==> src/rtl/uart_echo_fifo_if.sv <==
// Pin and status bundle for uart_echo_fifo.
// master = line/host side, slave = the echo block itself.
interface uart_echo_fifo_if #(
  parameter int unsigned FIFO_DEPTH = 16
);
  localparam int unsigned LevelW = $clog2(FIFO_DEPTH) + 1;

  logic              uart_rx_pin;
  logic              uart_tx_pin;
  logic              tx_en;
  logic              err_clr;
  logic [LevelW-1:0] fifo_level;
  logic              tx_busy;
  logic              parity_err;
  logic              frame_err;
  logic              overrun_err;

  modport master (
    output uart_rx_pin, tx_en, err_clr,
    input  uart_tx_pin, fifo_level, tx_busy, parity_err, frame_err, overrun_err
  );

  modport slave (
    input  uart_rx_pin, tx_en, err_clr,
    output uart_tx_pin, fifo_level, tx_busy, parity_err, frame_err, overrun_err
  );
endinterface

==> src/rtl/uart_echo_fifo.sv <==
// UART receiver feeding a byte FIFO that is echoed back out of a UART transmitter.
// RX uses a shared 16x oversample tick; TX times bits with its own per-frame counter.
module uart_echo_fifo #(
  parameter int unsigned CLK_FREQ   = 125_000_000,
  parameter int unsigned BAUD_RATE  = 115200,
  parameter int unsigned DATA_BITS  = 8,
  parameter int unsigned PARITY     = 0,
  parameter int unsigned STOP_BITS  = 1,
  parameter int unsigned FIFO_DEPTH = 16
) (
  input logic             clk,
  input logic             rst_n,
  uart_echo_fifo_if.slave pins_io
);
  localparam int unsigned DivRaw  = (CLK_FREQ + 8 * BAUD_RATE) / (16 * BAUD_RATE);
  localparam int unsigned Div     = (DivRaw == 0) ? 1 : DivRaw;
  localparam int unsigned DivW    = (Div > 1) ? $clog2(Div) : 1;
  localparam int unsigned BitClks = 16 * Div;
  localparam int unsigned BitW    = $clog2(BitClks);
  localparam int unsigned AddrW   = $clog2(FIFO_DEPTH);
  localparam int unsigned LevelW  = AddrW + 1;

  typedef enum logic [2:0] {RxIdle, RxStart, RxData, RxParity, RxStop} rx_state_e;
  typedef enum logic [2:0] {TxIdle, TxStart, TxData, TxParity, TxStop} tx_state_e;

  // Oversample tick and RX synchroniser
  logic [DivW-1:0] div_q, div_d;
  logic            tick;
  logic            rx_s1_q, rx_s1_d, rx_s2_q, rx_s2_d, rx;

  always_comb begin
    tick    = (div_q == DivW'(Div - 1));
    div_d   = tick ? '0 : div_q + 1'b1;
    rx_s1_d = pins_io.uart_rx_pin;
    rx_s2_d = rx_s1_q;
    rx      = rx_s2_q;
  end

  // RX state
  rx_state_e              rx_state_q, rx_state_d;
  logic [3:0]             rx_tick_q, rx_tick_d;
  logic [3:0]             rx_bit_q, rx_bit_d;
  logic [DATA_BITS-1:0]   rx_shift_q, rx_shift_d;
  logic                   rx_par_bad_q, rx_par_bad_d;
  logic                   rx_push_q, rx_push_d;
  logic                   rx_par_exp;
  logic                   par_evt, frm_evt, ovr_evt;

  always_comb begin
    rx_state_d   = rx_state_q;
    rx_tick_d    = rx_tick_q;
    rx_bit_d     = rx_bit_q;
    rx_shift_d   = rx_shift_q;
    rx_par_bad_d = rx_par_bad_q;
    rx_push_d    = 1'b0;
    par_evt      = 1'b0;
    frm_evt      = 1'b0;
    rx_par_exp   = (PARITY == 1) ? ~^rx_shift_q : ^rx_shift_q;
    unique case (rx_state_q)
      RxIdle: begin
        if (!rx) begin
          rx_state_d = RxStart;
          rx_tick_d  = '0;
        end
      end
      RxStart: begin
        if (tick) begin
          if (rx_tick_q == 4'd7) begin
            // Mid start bit: a high line here was a glitch, not a frame
            rx_tick_d    = '0;
            rx_bit_d     = '0;
            rx_par_bad_d = 1'b0;
            rx_state_d   = rx ? RxIdle : RxData;
          end else begin
            rx_tick_d = rx_tick_q + 4'd1;
          end
        end
      end
      RxData: begin
        if (tick) begin
          if (rx_tick_q == 4'd15) begin
            rx_tick_d  = '0;
            rx_shift_d = {rx, rx_shift_q[DATA_BITS-1:1]};
            if (rx_bit_q == 4'(DATA_BITS - 1)) begin
              rx_state_d = (PARITY != 0) ? RxParity : RxStop;
            end else begin
              rx_bit_d = rx_bit_q + 4'd1;
            end
          end else begin
            rx_tick_d = rx_tick_q + 4'd1;
          end
        end
      end
      RxParity: begin
        if (tick) begin
          if (rx_tick_q == 4'd15) begin
            rx_tick_d  = '0;
            rx_state_d = RxStop;
            if (rx != rx_par_exp) begin
              par_evt      = 1'b1;
              rx_par_bad_d = 1'b1;
            end
          end else begin
            rx_tick_d = rx_tick_q + 4'd1;
          end
        end
      end
      RxStop: begin
        if (tick) begin
          if (rx_tick_q == 4'd15) begin
            rx_tick_d  = '0;
            rx_state_d = RxIdle;
            if (!rx) begin
              frm_evt = 1'b1;
            end else if (!rx_par_bad_q) begin
              rx_push_d = 1'b1;
            end
          end else begin
            rx_tick_d = rx_tick_q + 4'd1;
          end
        end
      end
      default: rx_state_d = RxIdle;
    endcase
  end

  // FIFO
  logic [DATA_BITS-1:0] mem_q [FIFO_DEPTH];
  logic [AddrW-1:0]     wr_ptr_q, wr_ptr_d, rd_ptr_q, rd_ptr_d;
  logic [LevelW-1:0]    count_q, count_d;
  logic [DATA_BITS-1:0] head;
  logic                 pop, push_ok, full, empty;
  tx_state_e            tx_state_q, tx_state_d;

  always_comb begin
    full     = (count_q == LevelW'(FIFO_DEPTH));
    empty    = (count_q == '0);
    head     = mem_q[rd_ptr_q];
    pop      = (tx_state_q == TxIdle) && pins_io.tx_en && !empty;
    // A pop in the same cycle frees the slot the push needs
    push_ok  = rx_push_q && (!full || pop);
    ovr_evt  = rx_push_q && full && !pop;
    wr_ptr_d = push_ok ? wr_ptr_q + 1'b1 : wr_ptr_q;
    rd_ptr_d = pop ? rd_ptr_q + 1'b1 : rd_ptr_q;
    count_d  = count_q;
    if (push_ok && !pop) begin
      count_d = count_q + 1'b1;
    end else if (pop && !push_ok) begin
      count_d = count_q - 1'b1;
    end
  end

  always_ff @(posedge clk) begin
    if (push_ok) begin
      mem_q[wr_ptr_q] <= rx_shift_q;
    end
  end

  // TX state
  logic [BitW-1:0]      tx_cnt_q, tx_cnt_d;
  logic [3:0]           tx_bit_q, tx_bit_d;
  logic [DATA_BITS-1:0] tx_shift_q, tx_shift_d;
  logic                 tx_par_q, tx_par_d;
  logic                 tx_stop_q, tx_stop_d;
  logic                 tx_pin_q, tx_pin_d;
  logic                 tx_busy_q, tx_busy_d;
  logic                 tx_bit_end;

  always_comb begin
    tx_state_d = tx_state_q;
    tx_bit_d   = tx_bit_q;
    tx_shift_d = tx_shift_q;
    tx_par_d   = tx_par_q;
    tx_stop_d  = tx_stop_q;
    tx_pin_d   = tx_pin_q;
    tx_busy_d  = tx_busy_q;
    tx_bit_end = (tx_cnt_q == BitW'(BitClks - 1));
    tx_cnt_d   = tx_bit_end ? '0 : tx_cnt_q + 1'b1;
    unique case (tx_state_q)
      TxIdle: begin
        tx_cnt_d = '0;
        if (pop) begin
          tx_state_d = TxStart;
          tx_shift_d = head;
          tx_par_d   = (PARITY == 1) ? ~^head : ^head;
          tx_pin_d   = 1'b0;
          tx_busy_d  = 1'b1;
        end
      end
      TxStart: begin
        if (tx_bit_end) begin
          tx_state_d = TxData;
          tx_bit_d   = '0;
          tx_pin_d   = tx_shift_q[0];
        end
      end
      TxData: begin
        if (tx_bit_end) begin
          if (tx_bit_q == 4'(DATA_BITS - 1)) begin
            tx_stop_d = 1'b0;
            if (PARITY != 0) begin
              tx_state_d = TxParity;
              tx_pin_d   = tx_par_q;
            end else begin
              tx_state_d = TxStop;
              tx_pin_d   = 1'b1;
            end
          end else begin
            tx_bit_d   = tx_bit_q + 4'd1;
            tx_shift_d = tx_shift_q >> 1;
            tx_pin_d   = tx_shift_d[0];
          end
        end
      end
      TxParity: begin
        if (tx_bit_end) begin
          tx_state_d = TxStop;
          tx_pin_d   = 1'b1;
        end
      end
      TxStop: begin
        if (tx_bit_end) begin
          if (tx_stop_q == 1'(STOP_BITS - 1)) begin
            tx_state_d = TxIdle;
            tx_busy_d  = 1'b0;
          end else begin
            tx_stop_d = 1'b1;
          end
        end
      end
      default: tx_state_d = TxIdle;
    endcase
  end

  // Sticky errors: a new event in the clearing cycle wins
  logic par_err_q, par_err_d, frm_err_q, frm_err_d, ovr_err_q, ovr_err_d;

  always_comb begin
    par_err_d = par_evt | (par_err_q & ~pins_io.err_clr);
    frm_err_d = frm_evt | (frm_err_q & ~pins_io.err_clr);
    ovr_err_d = ovr_evt | (ovr_err_q & ~pins_io.err_clr);
  end

  always_ff @(posedge clk or negedge rst_n) begin
    if (!rst_n) begin
      div_q        <= '0;
      rx_s1_q      <= 1'b1;
      rx_s2_q      <= 1'b1;
      rx_state_q   <= RxIdle;
      rx_tick_q    <= '0;
      rx_bit_q     <= '0;
      rx_shift_q   <= '0;
      rx_par_bad_q <= 1'b0;
      rx_push_q    <= 1'b0;
      wr_ptr_q     <= '0;
      rd_ptr_q     <= '0;
      count_q      <= '0;
      tx_state_q   <= TxIdle;
      tx_cnt_q     <= '0;
      tx_bit_q     <= '0;
      tx_shift_q   <= '0;
      tx_par_q     <= 1'b0;
      tx_stop_q    <= 1'b0;
      tx_pin_q     <= 1'b1;
      tx_busy_q    <= 1'b0;
      par_err_q    <= 1'b0;
      frm_err_q    <= 1'b0;
      ovr_err_q    <= 1'b0;
    end else begin
      div_q        <= div_d;
      rx_s1_q      <= rx_s1_d;
      rx_s2_q      <= rx_s2_d;
      rx_state_q   <= rx_state_d;
      rx_tick_q    <= rx_tick_d;
      rx_bit_q     <= rx_bit_d;
      rx_shift_q   <= rx_shift_d;
      rx_par_bad_q <= rx_par_bad_d;
      rx_push_q    <= rx_push_d;
      wr_ptr_q     <= wr_ptr_d;
      rd_ptr_q     <= rd_ptr_d;
      count_q      <= count_d;
      tx_state_q   <= tx_state_d;
      tx_cnt_q     <= tx_cnt_d;
      tx_bit_q     <= tx_bit_d;
      tx_shift_q   <= tx_shift_d;
      tx_par_q     <= tx_par_d;
      tx_stop_q    <= tx_stop_d;
      tx_pin_q     <= tx_pin_d;
      tx_busy_q    <= tx_busy_d;
      par_err_q    <= par_err_d;
      frm_err_q    <= frm_err_d;
      ovr_err_q    <= ovr_err_d;
    end
  end

  assign pins_io.uart_tx_pin = tx_pin_q;
  assign pins_io.tx_busy     = tx_busy_q;
  assign pins_io.fifo_level  = count_q;
  assign pins_io.parity_err  = par_err_q;
  assign pins_io.frame_err   = frm_err_q;
  assign pins_io.overrun_err = ovr_err_q;
endmodule

==> src/flat_wrapper.sv <==
// flat-port wrapper written by rule: the top's interface ports become plain ports
module uart_echo_fifo_flat 
#(
  parameter int unsigned CLK_FREQ   = 125_000_000,
  parameter int unsigned BAUD_RATE  = 115200,
  parameter int unsigned DATA_BITS  = 8,
  parameter int unsigned PARITY     = 0,
  parameter int unsigned STOP_BITS  = 1,
  parameter int unsigned FIFO_DEPTH = 16
)
  (clk, rst_n, pins_io_uart_rx_pin, pins_io_tx_en, pins_io_err_clr, pins_io_uart_tx_pin, pins_io_fifo_level, pins_io_tx_busy, pins_io_parity_err, pins_io_frame_err, pins_io_overrun_err);
  uart_echo_fifo_if #(.FIFO_DEPTH(FIFO_DEPTH)) pins_io_i ();
  input logic clk;
  input logic rst_n;
  input wire logic [$bits(pins_io_i.uart_rx_pin)-1:0] pins_io_uart_rx_pin;
  input wire logic [$bits(pins_io_i.tx_en)-1:0] pins_io_tx_en;
  input wire logic [$bits(pins_io_i.err_clr)-1:0] pins_io_err_clr;
  output wire logic [$bits(pins_io_i.uart_tx_pin)-1:0] pins_io_uart_tx_pin;
  output wire logic [$bits(pins_io_i.fifo_level)-1:0] pins_io_fifo_level;
  output wire logic [$bits(pins_io_i.tx_busy)-1:0] pins_io_tx_busy;
  output wire logic [$bits(pins_io_i.parity_err)-1:0] pins_io_parity_err;
  output wire logic [$bits(pins_io_i.frame_err)-1:0] pins_io_frame_err;
  output wire logic [$bits(pins_io_i.overrun_err)-1:0] pins_io_overrun_err;
  assign pins_io_i.uart_rx_pin = pins_io_uart_rx_pin;
  assign pins_io_i.tx_en = pins_io_tx_en;
  assign pins_io_i.err_clr = pins_io_err_clr;
  assign pins_io_uart_tx_pin = pins_io_i.uart_tx_pin;
  assign pins_io_fifo_level = pins_io_i.fifo_level;
  assign pins_io_tx_busy = pins_io_i.tx_busy;
  assign pins_io_parity_err = pins_io_i.parity_err;
  assign pins_io_frame_err = pins_io_i.frame_err;
  assign pins_io_overrun_err = pins_io_i.overrun_err;
  uart_echo_fifo #(.CLK_FREQ(CLK_FREQ), .BAUD_RATE(BAUD_RATE), .DATA_BITS(DATA_BITS), .PARITY(PARITY), .STOP_BITS(STOP_BITS), .FIFO_DEPTH(FIFO_DEPTH)) u_core (.clk(clk), .rst_n(rst_n), .pins_io(pins_io_i));
endmodule
==> config.mk <==
export PLATFORM = sky130hd
export DESIGN_NAME = uart_echo_fifo_flat
export DESIGN_NICKNAME = d
export VERILOG_FILES = /design/src/rtl/uart_echo_fifo_if.sv /design/src/rtl/uart_echo_fifo.sv /design/src/flat_wrapper.sv
export SDC_FILE = /design/constraint.sdc
export NUM_CORES = 1
export LEC_CHECK = 0
export CORE_MARGIN = 2
export CORE_UTILIZATION = 45
export DETAILED_ROUTE_END_ITERATION = 12
export GPL_ROUTABILITY_DRIVEN = 0
export HOLD_SLACK_MARGIN = 0.12
export PLACE_DENSITY = 0.67
export SETUP_SLACK_MARGIN = 0.02
export SYNTH_ARGS = -nofsm -noshare
export SYNTH_HDL_FRONTEND = slang
export SYNTH_SLANG_ARGS = --single-unit
==> constraint.sdc <==
create_clock -name clk -period 2.8 [get_ports clk]
set_input_delay 0.42 -clock clk [delete_from_list [all_inputs] [get_ports clk]]
set_output_delay 0.42 -clock clk [all_outputs]
set_load 0.02 [all_outputs]
Word-level counts from Yosys, hierarchy flattened

Memories as Yosys holds them, arrays and structs flattened.
Cells that the tools add are included.

Bits in registers: 75
Memory bits (writable): 128
Bits of input ports: 5
Output and inout port bits: 10
Memories kept: 1

Add/sub/neg operators: 9
Equality and inequality tests: 37
Multiplexer cells: 81
Bitwise gates (word level): 7
Reductions and logical operators: 37

Memory list:

| name         | depth | width | rd ports | clocked after memory_dff | write ports | RTL line              | RTL |
|---|---|---|---|---|---|---|---|
| u_core.mem_q | 16    | 8     | 1        | 0                        | 1           | uart_echo_fifo.sv:128 | `logic [DATA_BITS-1:0] mem_q [FIFO_DEPTH];` |

Operators with widths:

| kind                  | count |
|---|---|
| $mux 4                | 13 |
| $mux 3                | 17 |
| $ne 2x1->1 const B    | 17 |
| $mux 1                | 32 |
| $pmux 3 s5            | 2 |
| $mux 8                | 3 |
| $mux 11               | 2 |
| $add 4x1->4 const B   | 5 |
| $reduce_and 4->1      | 5 |
| $pmux 4 s2            | 2 |
| $pmux 8 s2            | 1 |
| $reduce_bool 2->1     | 7 |
| $eq 3x2->1 const B    | 4 |
| $eq 4x3->1 const B    | 3 |
| $pmux 4 s3            | 1 |
| $reduce_and 6->1      | 2 |
| $add 11x1->11 const B | 1 |
| $eq 11x11->1 const B  | 1 |
| $mux 5                | 2 |
| $reduce_and 10->1     | 1 |
| $ne 2x2->1 const B    | 4 |
| $reduce_xor 8->1      | 1 |
| $add 7x1->7 const B   | 1 |
| $eq 7x7->1 const B    | 1 |
| 25 further kinds      | 43 |

Longest topological paths before layout

Depth in word-level cells: 9
Gate-level depth with buffers: 12

Least setup slack after synthesis

OpenSTA, ideal clock, no wires.

Path kind: reg2reg
From: reg u_core.count_q[0] (netlist: u_core.pins_io.fifo_level[0])
To: reg u_core.count_q[4] (netlist: u_core.pins_io.fifo_level[4])
Setup time: 0.135 ns
Arrival time: 2.732 ns
Required time: 2.665 ns
Setup slack: -0.067 ns
Cell stages (with the launch flop): 11
Path buffers: 0
Path through: dfrtp_1 > or4_1 > o21ai_2 > ha_1 > inv_1 > fa_1 > a21o_1 > a21oi_1 > xnor2_1 > nor2_1 > xor2_1

Cells in the longest elaborated chain, start to end: 8
Elaborated cells on any way between the ends: 16
Those cells by class: add/sub: 2; eq/ne: 1; mux: 2; reduce/logical: 11

RTL lines:

| what                                                | RTL line              | RTL |
|---|---|---|
| start: declaration                                  | uart_echo_fifo.sv:130 | `logic [LevelW-1:0] count_q, count_d;` |
| start signal: assignment                            | uart_echo_fifo.sv:281 | `count_q <= count_d;` |
| branches (longest 8 deep; another with $sub 5x1->5) | n/a                   |  |

Parallel ways; which one is timed is not known. The select of a mux whose other input is x is not followed.
A chain may end at the register's enable or synchronous reset.

Worst setup path in the final report

From: reg u_core.count_q[3] (netlist: u_core.pins_io.fifo_level[3])
To: reg u_core.count_q[4] (netlist: u_core.pins_io.fifo_level[4])

The elaborated chain is that of the path after synthesis.

==> run metrics <==
worst hold path depth 1; P_int 4.60 mW; Min Clock Period, post-route 2.64 ns; Clock transition at path regs 0.06 ns; standard-cell rows 50; worst hold start pins_io_uart_rx_pin; die area 20400 sq um; clock root buffer clkbuf_16; RSZ-0062 raised after global routing false; Post-route DRC 0; vias in the first global route 5066; type of origin of the critical path flip-flop; R2R Path End u_core.pins_io.fifo_level[4]; Final Hold Slack 0.353 ns; switching power total 1.08 mW; final WL 16.8 mm; Seq pwr share 55.5%; largest net degree at the start of global routing 50; detailed placer's ending HPWL 11.0 mm; maximum fanout along the worst path 5; CP Data Required Time 3.16 ns; crit path capture type flip-flop; final net count 646; # clock sinks 202; status complete, no violations; number of flops mapped to enable cells by yosys 128; CTS Buf Count 21; post-route cell area 9880 sq um; core box area 18800 sq um; pwr dens 575 nW/um^2; WS Path Type reg -> reg; drt wl/cell 19.2 um; Leak Pwr 3.99 nW; worst skew pair latency 0.49 ns; Die Y 143 um; Slew HR 52.6%; Slew Limit Fails 0; clock tree buffer depth 3; Synth-to-Final Area Change 14.1%; gr ovfl total 0; Detailed Route Iter0 Violations 352; register area 5700 sq um; flops & latches, synth 202; 1st-pass router iterations 5; Async SR Flop Fraction 36.6%; Tot GR Track Use 17.1%; MaxCap Viol Count 0; R2R setup slack 0.16 ns; Clock Skew 0.0137 ns; routed vias/inst 5.66; slowest CP cell or4_4; Clock power frac 44.0%; switching part of the total 19.0%; CTS tree yes; Buffers on Ports 14; Die X 143 um; Initial Util 46.2%; fill count 1501; fin crit share 94.2%; Worst VDD drop 0.304 mV; Slew @ Worst Pin 0.711 ns; Comb power frac 0.6%; multi-input combinational cell area 2810 sq um; Synth Cell Area 8660 sq um; Syn Nets 602; Avg Cell Area, Syn 14.9 sq um; Cells after Synth 582; sequential element share of the synthesized area 65.8%; hold crit path type in -> reg; Worst path max stage delay 0.53 ns; H-tree depth 1; first-pass GRT wire length 26.8 mm; dominant synthesized flop cell edfxtp_1; worst reg2reg path startpoint u_core.pins_io.fifo_level[3]; Placement Cell Area 9250 sq um; share of cells above drive strength 1 19.5%; distinct cell type count after synthesis 61; CP Cell Sequence or4_4 > o21ai_4 > ha_2 > inv_1 > fa_2 > a21o_1 > a21oi_2 > xnor2_1 > nor2_1 > xor2_1; initial antenna violation count 0; Worst Hold End u_core.rx_s1_q; n_diodes 0; # setup viols final 0; CP Buf/Inv Count 1; synth warn 0; Routed Antenna Nets 0; crit path DAT 3.00 ns; I/O Pins 15; f_max 0.379 GHz; r2r worst-path depth 10; delay-heaviest family, CP simple AND/OR/NAND/NOR gates; Final Hold Viols 0; routed via count 4949
==> metrics by stage <==
step | instances | setup TNS, ns | utilization (%) | setup slack, ns | total power [mW]
after floorplan | 582 | 0 | - | 0.0204 | 3.21
after global placement | 836 | -0.0321 | 49.3 | -0.0321 | 3.24
after detailed placement | 836 | -0.134 | 49.3 | -0.134 | 3.24
after CTS | 874 | 0 | 52.6 | 0.106 | 5.74
after global routing | 874 | 0 | 52.6 | 0.0521 | 5.88
final | 874 | 0 | 52.6 | 0.162 | 5.68
==> power by group through the flow <==
stage	Sequential, mW	Clock [mW]	Combinational [mW]
after floorplan	3.21	0	0.00232
after detailed placement	3.21	0	0.0335
after CTS	3.15	2.55	0.0347
after global routing	3.15	2.69	0.0384
final	3.15	2.50	0.0329
after global placement	3.21	0	0.0320
==> layout by cell type, fill, tap and decap left out, types with 5 or more instances in the layout <==
cell	netlist	layout
dfrtp_1	71	68
o21ai_0	23	23
a31oi_1	7	7
o31ai_1	5	5
ha_1	14	13
clkdlybuf4s50_1	0	13
o22ai_1	16	16
clkbuf_1	13	5
nand3_1	16	16
nor2_1	36	36
clkbuf_16	0	21
buf_4	1	31
nand3b_1	6	6
mux2_2	11	11
nand2b_1	7	7
mux4_2	32	32
and2_1	18	18
nor3_1	10	10
edfxtp_1	128	128
xor2_1	11	11
inv_1	17	17
a21oi_1	23	22
nand2_1	25	25
xnor2_1	23	23
nand4_1	5	5
==> worst max-delay path by stage <==
stage / cells after the start / end / slack, ns / startpoint
floorplan: 10 / u_core.pins_io.fifo_level[4] / 0.02 / u_core.pins_io.fifo_level[0]
global placement: 11 / u_core.pins_io.fifo_level[4] / -0.03 / pins_io_tx_en
detailed placement: 12 / u_core.pins_io.fifo_level[4] / -0.13 / pins_io_tx_en
CTS: 10 / u_core.pins_io.fifo_level[4] / 0.11 / u_core.pins_io.fifo_level[3]
global route: 10 / u_core.pins_io.fifo_level[4] / 0.05 / u_core.pins_io.fifo_level[3]
finish: 10 / u_core.pins_io.fifo_level[4] / 0.16 / u_core.pins_io.fifo_level[3]
==> synth_stat cells (all sizes together) (2+ instances only) <==
library cell	count	area, sq um
inv	17	63.8
dfstp	3	78.8
a22oi	2	20.0
a21oi	23	115
a31oi	7	43.8
buf	12	61.3
clkbuf	13	48.8
mux2	11	124
nand2	25	93.8
or4	2	15.0
nor4b	2	23.8
nand3	16	80.1
nand2b	7	43.8
xor2	11	96.3
nor3b	4	40.0
a21o	3	22.5
ha	14	175
nand3b	6	45.0
o22ai	16	100
mux4	32	721
nor4	3	33.8
and2	19	121
nor3	11	66.3
o2bb2ai	2	17.5
and3b	2	17.5
nor2	36	135
nand4	6	52.6
or3	4	25.0
xnor2	23	201
edfxtp	128	3840
o21ai	24	124
dfrtp	71	1780
and3	4	25.0
or2	3	18.8
o31ai	5	37.5
==> final cells by class <==
cell class                      instances  share of cell area [%]
Sequential cell                       202                    57.7
Multi-Input combinational cell        338                    28.4
Clock buffer                           29                    5.86
Timing Repair Buffer                   46                    3.98
Tap cell                              234                    2.96
Inverter                               17                   0.646
Clock inverter                          8                   0.393
==> sequential cells by signal (all words and copies together), names as in the netlist, 5 cells and up <==
name                       cells
u_core.div_q                   7
u_core.tx_shift_q              8
u_core.tx_cnt_q               11
u_core.mem_q                 128
u_core.pins_io.fifo_level      5
u_core.rx_shift_q              8
==> kinds of logic after synthesis <==
kind of cell             after synthesis  share of synthesized area (%)
AO/OA/AOI/OAI                         93                           6.66
XOR/XNOR                              35                           3.70
adder cells (fa/ha/maj)               15                           2.25
buffers and inverters                 42                           2.01
flip-flops                           202                           65.8
multiplexers                          44                           9.86
AND/OR/NAND/NOR                      151                           9.73
==> routing by layer <==
metal	vias to the layer above	wire length, um	GRT usage [%]
met5	-	0	0
met4	0	275	4.59
met3	24	690	2.58
met2	91	8650	29.4
met1	2546	7160	22.8
li1	2288	-	-
==> timing repair <==
item | 4_1_cts | 5_1_grt
endpoints found under the setup margin | 0 | 1
gates resized for setup | 0 | 3
hold buffers | 1 | 0
buffers inserted | 0 | 0
endpoints found under the hold margin | 44 | 0
No activity file was read; power rests on OpenSTA's default activity.
